==> src/rtl/rhythm_lane_judge.sv <==
// rtl/rhythm_lane_judge.sv - multi-lane note judge: PERFECT/GOOD/MISS, saturating score and combo
// Optional RHYTHM_COMBO_BONUS_EN: double points for hits while combo >= 10.
module rhythm_lane_judge #(
  parameter int LANES       = 8,
  parameter int TIME_W      = 10,
  parameter int PERFECT_WIN = 1,
  parameter int GOOD_WIN    = 3,
  parameter int PERFECT_PTS = 3,
  parameter int GOOD_PTS    = 1,
  parameter int SCORE_W     = 11,
  parameter int COMBO_W     = 8
) (
  input  logic               CLOCK50M,
  input  logic               reset,
  input  logic [TIME_W-1:0]  game_timer,
  input  logic               note_valid,
  input  logic [LANES-1:0]   note_lane_mask,
  input  logic [TIME_W-1:0]  note_time,
  output logic               note_ready,
  input  logic [LANES-1:0]   key,
  output logic [LANES-1:0]   hit_perfect,
  output logic [LANES-1:0]   hit_good,
  output logic [LANES-1:0]   miss,
  output logic [LANES-1:0]   lane_pending,
  output logic [SCORE_W-1:0] score,
  output logic [COMBO_W-1:0] combo,
  output logic [COMBO_W-1:0] max_combo
);

  localparam int CNT_W  = $clog2(LANES + 1);
  localparam int ACC_W  = SCORE_W + CNT_W + 8;
  localparam int CSUM_W = COMBO_W + CNT_W;
  localparam logic signed [TIME_W-1:0] PERF_S = signed'(TIME_W'(PERFECT_WIN));
  localparam logic signed [TIME_W-1:0] GOOD_S = signed'(TIME_W'(GOOD_WIN));
  localparam logic [ACC_W-1:0]  SCORE_MAX = {{(ACC_W-SCORE_W){1'b0}}, {SCORE_W{1'b1}}};
  localparam logic [CSUM_W-1:0] COMBO_MAX = {{CNT_W{1'b0}}, {COMBO_W{1'b1}}};

  logic [LANES-1:0]   pending_q, pending_d;
  logic [TIME_W-1:0]  time_q [LANES];
  logic [TIME_W-1:0]  time_d [LANES];
  logic [LANES-1:0]   key_q;
  logic [LANES-1:0]   perf_q, perf_d;
  logic [LANES-1:0]   good_q, good_d;
  logic [LANES-1:0]   miss_q, miss_d;
  logic [SCORE_W-1:0] score_q, score_d;
  logic [COMBO_W-1:0] combo_q, combo_d;
  logic [COMBO_W-1:0] max_q, max_d;

  logic [LANES-1:0]  press;
  logic              load;
  logic [CNT_W-1:0]  hits;
  logic [ACC_W-1:0]  add;
  logic [ACC_W-1:0]  score_sum;
  logic [CSUM_W-1:0] combo_sum;

  assign press      = key & ~key_q;
  assign note_ready = ~|(note_lane_mask & pending_q);
  assign load       = note_valid & note_ready;

  // Modular difference read as signed makes timer wrap transparent.
  for (genvar g = 0; g < LANES; g++) begin : g_lane
    logic signed [TIME_W-1:0] dt;
    logic in_good, in_perf;
    assign dt        = signed'(game_timer - time_q[g]);
    assign in_good   = (dt >= -GOOD_S) && (dt <= GOOD_S);
    assign in_perf   = (dt >= -PERF_S) && (dt <= PERF_S);
    assign miss_d[g] = pending_q[g] && (dt > GOOD_S);
    assign perf_d[g] = pending_q[g] && press[g] && !miss_d[g] && in_perf;
    assign good_d[g] = pending_q[g] && press[g] && !miss_d[g] && in_good && !in_perf;
  end

  always_comb begin
    pending_d = (pending_q & ~(perf_d | good_d | miss_d)) | (load ? note_lane_mask : '0);
    for (int i = 0; i < LANES; i++) begin
      time_d[i] = (load && note_lane_mask[i]) ? note_time : time_q[i];
    end
  end

  always_comb begin
    hits = '0;
    add  = '0;
    for (int i = 0; i < LANES; i++) begin
      if (perf_d[i]) begin
        hits = hits + CNT_W'(1);
        add  = add + ACC_W'(PERFECT_PTS);
      end else if (good_d[i]) begin
        hits = hits + CNT_W'(1);
        add  = add + ACC_W'(GOOD_PTS);
      end
    end
`ifdef RHYTHM_COMBO_BONUS_EN
    if (combo_q >= COMBO_W'(10)) add = add << 1;
`endif
    score_sum = ACC_W'(score_q) + add;
    score_d   = (score_sum > SCORE_MAX) ? {SCORE_W{1'b1}} : score_sum[SCORE_W-1:0];
    combo_sum = CSUM_W'(combo_q) + CSUM_W'(hits);
    if (|miss_d)                  combo_d = '0;
    else if (combo_sum > COMBO_MAX) combo_d = {COMBO_W{1'b1}};
    else                          combo_d = combo_sum[COMBO_W-1:0];
    max_d = (combo_d > max_q) ? combo_d : max_q;
  end

  // key_q resets high so a key held through reset is not seen as a press.
  always_ff @(posedge CLOCK50M or posedge reset) begin
    if (reset) begin
      pending_q <= '0;
      key_q     <= '1;
      perf_q    <= '0;
      good_q    <= '0;
      miss_q    <= '0;
      score_q   <= '0;
      combo_q   <= '0;
      max_q     <= '0;
      for (int i = 0; i < LANES; i++) time_q[i] <= '0;
    end else begin
      pending_q <= pending_d;
      key_q     <= key;
      perf_q    <= perf_d;
      good_q    <= good_d;
      miss_q    <= miss_d;
      score_q   <= score_d;
      combo_q   <= combo_d;
      max_q     <= max_d;
      for (int i = 0; i < LANES; i++) time_q[i] <= time_d[i];
    end
  end

  assign hit_perfect  = perf_q;
  assign hit_good     = good_q;
  assign miss         = miss_q;
  assign lane_pending = pending_q;
  assign score        = score_q;
  assign combo        = combo_q;
  assign max_combo    = max_q;

endmodule
==> config.mk <==
export PLATFORM = sky130hd
export DESIGN_NAME = rhythm_lane_judge
export DESIGN_NICKNAME = d
export VERILOG_FILES = /design/src/rtl/rhythm_lane_judge.sv
export SDC_FILE = /design/constraint.sdc
export NUM_CORES = 1
export LEC_CHECK = 0
export ABC_CLOCK_PERIOD_IN_PS = 9600
export CAP_MARGIN = 20
export CORE_ASPECT_RATIO = 1.4
export CORE_UTILIZATION = 44
export CTS_BUF_LIST = sky130_fd_sc_hd__clkbuf_4 sky130_fd_sc_hd__clkbuf_8
export DETAILED_ROUTE_END_ITERATION = 6
export PLACE_DENSITY_LB_ADDON = 0.12
export SYNTH_ARGS = -nofsm -noshare
export SYNTH_HDL_FRONTEND = slang
export SYNTH_SLANG_ARGS = --single-unit
==> constraint.sdc <==
create_clock -name CLOCK50M -period 9.6 [get_ports CLOCK50M]
set_clock_uncertainty 0.15 [all_clocks]
set_input_delay 1.44 -clock CLOCK50M [delete_from_list [all_inputs] [get_ports CLOCK50M]]
set_output_delay 1.44 -clock CLOCK50M [all_outputs]
set_load 0.005 [all_outputs]
==> flow_summary.json <==
{
  "outcome": "finished, violations left",
  "failed_checks": "setup timing",
  "power.leakage_uw": 0.007364,
  "min-delay-start": "time_q[55]",
  "crit_arrival_ps": 10290,
  "mostFrequentLayoutCell": "buf_4",
  "mostFrequentLayoutCells": "213 x buf_4, 139 x dfrtp_1, 128 x inv_1",
  "final.min_clock_period_ps": 10040,
  "critPathSlowestCell": "or4_1",
  "hold_viol": 0,
  "antenna_found_initial": 0,
  "critical_path.n_buffers_inverters": 8,
  "number_of_fill_cells": 2490,
  "cp_top_delay_family": "simple AND/OR/NAND/NOR gates",
  "vias_per_cell": 5.459,
  "timing.rr.start": "time_q[60]",
  "min_period_over_period": 1.046,
  "power.ir.vdd_worst_mv": 0.1513,
  "maxSlewHeadroom": 0.4080,
  "p_per_area_mw_per_mm2": 254.2,
  "htree_depth": 4,
  "ys_top_cells_by_area": "dfrtp_1 28%, ha_1 11%, mux2_2 8.0%",
  "die_y_um": 200.2,
  "drt_first_pass_iters": 5,
  "synth_enable_flop_cells": 0,
  "clk_latency_ps": 510,
  "r2r_slack_ps": 310,
  "start_util": 0.4480,
  "post_synthesis_area_per_instance_sq_um": 9.141,
  "std_cell_rows": 72,
  "synth_async_sr_flop_share": 1.000,
  "timing.critical_path.mode_cell": "ha_4",
  "grt_pass1_vias": 10960,
  "worstRegToRegCells": 53,
  "combined_global_route_utilization_of_all_metal_layers": 0.2526,
  "grt_start_max_net_pins": 81,
  "part_of_the_yosys_area_used_for_sequential_elements": 0.2987,
  "min_path_cells": 1,
  "num_antenna_cells": 0,
  "nNetsFinal": 1816,
  "seqPwrFrac": 0.236,
  "antenna_left": 0,
  "vias": 11120,
  "clk_pin_slew_ps": 100,
  "timing.final.ws_setup_ps": -437.7,
  "setup-violations-final": 11,
  "clkPwrFrac": 0.113,
  "globalRoute.totalOverflow": 0,
  "final-max-slew-violation-count": 0,
  "switching_power_uw": 1815,
  "layout-drive-gt1-share": 0.3071,
  "syn_area_sq_mm": 0.01235,
  "worst-path-max-fanout": 5,
  "worst_hold_path_type": "reg -> reg",
  "internal_power_uw": 2333,
  "crit_path_start_kind": "input port",
  "final.setup.tns_ps": -4518,
  "synthToLayoutAreaGrowth_pct": 32.13,
  "synth_cell_types": 102,
  "postSynth.topFlopCell": "dfrtp_1",
  "crit_required_ps": 9850,
  "synth.yosys.warnings": 0,
  "place.port_buffers": 98,
  "drcViolationCount": 0,
  "critical_path.endpoint_type": "register",
  "hold_path_end": "time_q[55]",
  "tritoncts.num_buffers": 17,
  "fp.dieArea_sq_mm": 0.02875,
  "worst_path_largest_cell_delay_ps": 520,
  "cts_buffer_depth": 2,
  "grt_first_pass_wirelength_mm": 55.64,
  "finalCoreUtilization": 0.5919,
  "drt-wirelength-per-cell_um": 17.27,
  "max_cap_viol_count": 0,
  "yosysTopAreaCell": "dfrtp_1",
  "core_area_sq_mm": 0.02757,
  "drt-total-wl_mm": 35.17,
  "io_pins": 99,
  "synth_largest_type_area_fraction": 0.2817,
  "cts.sinks": 147,
  "area.sequential_sq_mm": 0.003689,
  "ctsHoldBuffers": 0,
  "max_freq_ghz": 0.09962,
  "synthesis.instances": 1351,
  "footprint_of_the_multi_input_gates_sq_mm": 0.008675,
  "rsz0062_at_grt": "yes",
  "r2r-end": "score[7]",
  "combPwrFrac": 0.651,
  "fp.dieW_um": 143.6,
  "worst_slack_placed_ps": -1485,
  "detailed_place_hpwl_mm": 26.54,
  "synth-seq-cells": 147,
  "detail_route.iter0.violations": 511,
  "gpl.final_weighted_congestion": 0.8949,
  "final_cell_area_sq_mm": 0.01632,
  "placed_area_sq_mm": 0.01522,
  "critical_path_class": "in -> reg",
  "clock_tree_from_tritoncts": "built",
  "clock-root-buffer": "clkbuf_8",
  "switching_share": 0.4375,
  "worst-slew-pin-transition_ps": 888.0
}
## metal layers
layer,up-vias,global-route usage,share of wire
met5,-,0,0
met4,0,0.1090,0.035
met3,76,0.03323,0.035
met2,233,0.4388,0.51
met1,5370,0.3085,0.42
li1,5440,-,-
## synth_stat cells (all sizes together) (12+ instances only)
cell type	n
xnor2	50
nor2	81
mux2	88
nand4	16
nand2b	17
nand3	27
a31oi	13
nand2	95
or3	12
nor4	16
a21o	21
mux2i	14
nor2b	29
ha	113
o21a	14
a22oi	12
inv	136
clkbuf	25
a21oi	76
dfrtp	139
o21ai	69
nor3	32
o211ai	14
and3	14
xor2	48
a211oi	13
## registers in the layout (all words and copies together), names as in the netlist
| register | flops |
|---|---|
| combo | 8 |
| hit_good | 8 |
| hit_perfect | 8 |
| key_q | 8 |
| lane_pending | 8 |
| max_combo | 8 |
| miss | 8 |
| score | 11 |
| time_q | 80 |
## logic make-up (layout without fill, tap and decap cells)
group | count (synthesis) | after routing | synth area share
simple gates | 408 | 409 | 0.1752
compound gates | 301 | 301 | 0.1658
buf+inv | 168 | 482 | 0.05654
flops | 147 | 147 | 0.2987
fa+ha+maj | 125 | 125 | 0.1323
mux | 102 | 102 | 0.09260
xor+xnor | 99 | 99 | 0.07862
other cells | 1 | 2 | 0.0003037
## power by group through the flow
| stage | clock network (uW) | registers (uW) | logic, uW |
|---|---|---|---|
| after floorplan | 0 | 943 | 1770 |
| after global placement | 0 | 976 | 2480 |
| after detailed placement | 0 | 985 | 2520 |
| after CTS | 482 | 975 | 2590 |
| after global routing | 507 | 1000 | 2970 |
| final | 469 | 977 | 2700 |
## stage by stage
stage | power, uW | hold WS, ps | instances
floorplan | 2711 | 329.3 | 1352
global placement | 3451 | 336.2 | 1979
detailed placement | 3506 | 342.5 | 1979
CTS | 4049 | 363.8 | 2020
global route | 4479 | 368.1 | 2037
finish | 4148 | 359.3 | 2037
## worst max path at each step
stage	slack, ps	from	end	cells past startpoint
after CTS	-420	game_timer[0]	score[10]	56
after floorplan	-540	game_timer[0]	score[10]	53
after detailed placement	-1490	game_timer[0]	score[10]	54
after global routing	-850	game_timer[2]	score[7]	55
final	-440	game_timer[2]	score[7]	55
after global placement	-1240	game_timer[0]	score[7]	52
## layout make-up
cell class                 count  share of cell area
clock buffer                  17             0.01434
clock inverter                15            0.007515
inverter                     136             0.03182
multi-input combinational   1038              0.5316
sequential                   147              0.2261
tap                          370             0.02837
timing repair buffer         314              0.1603
## worst register-to-register path, delay by kind of cell (launching register included)
kind,cells,cell delay [ps]
AOI/OAI and AO/OA,17,2540
adders and majority gates,10,2320
and+or+nand+nor,15,2040
muxes,5,950
buffers and inverters,4,450
DFF,1,410
xor gates and xnor gates,2,320
## repair_timing
action                                 CTS  global route
buffers inserted                         8            17
gates cloned                             1             0
endpoints found under the hold margin    0             0
setup endpoints to repair               19            19
gates resized for setup                 60            80
pin swaps                               32            49
No activity file was read; power rests on OpenSTA's default activity.
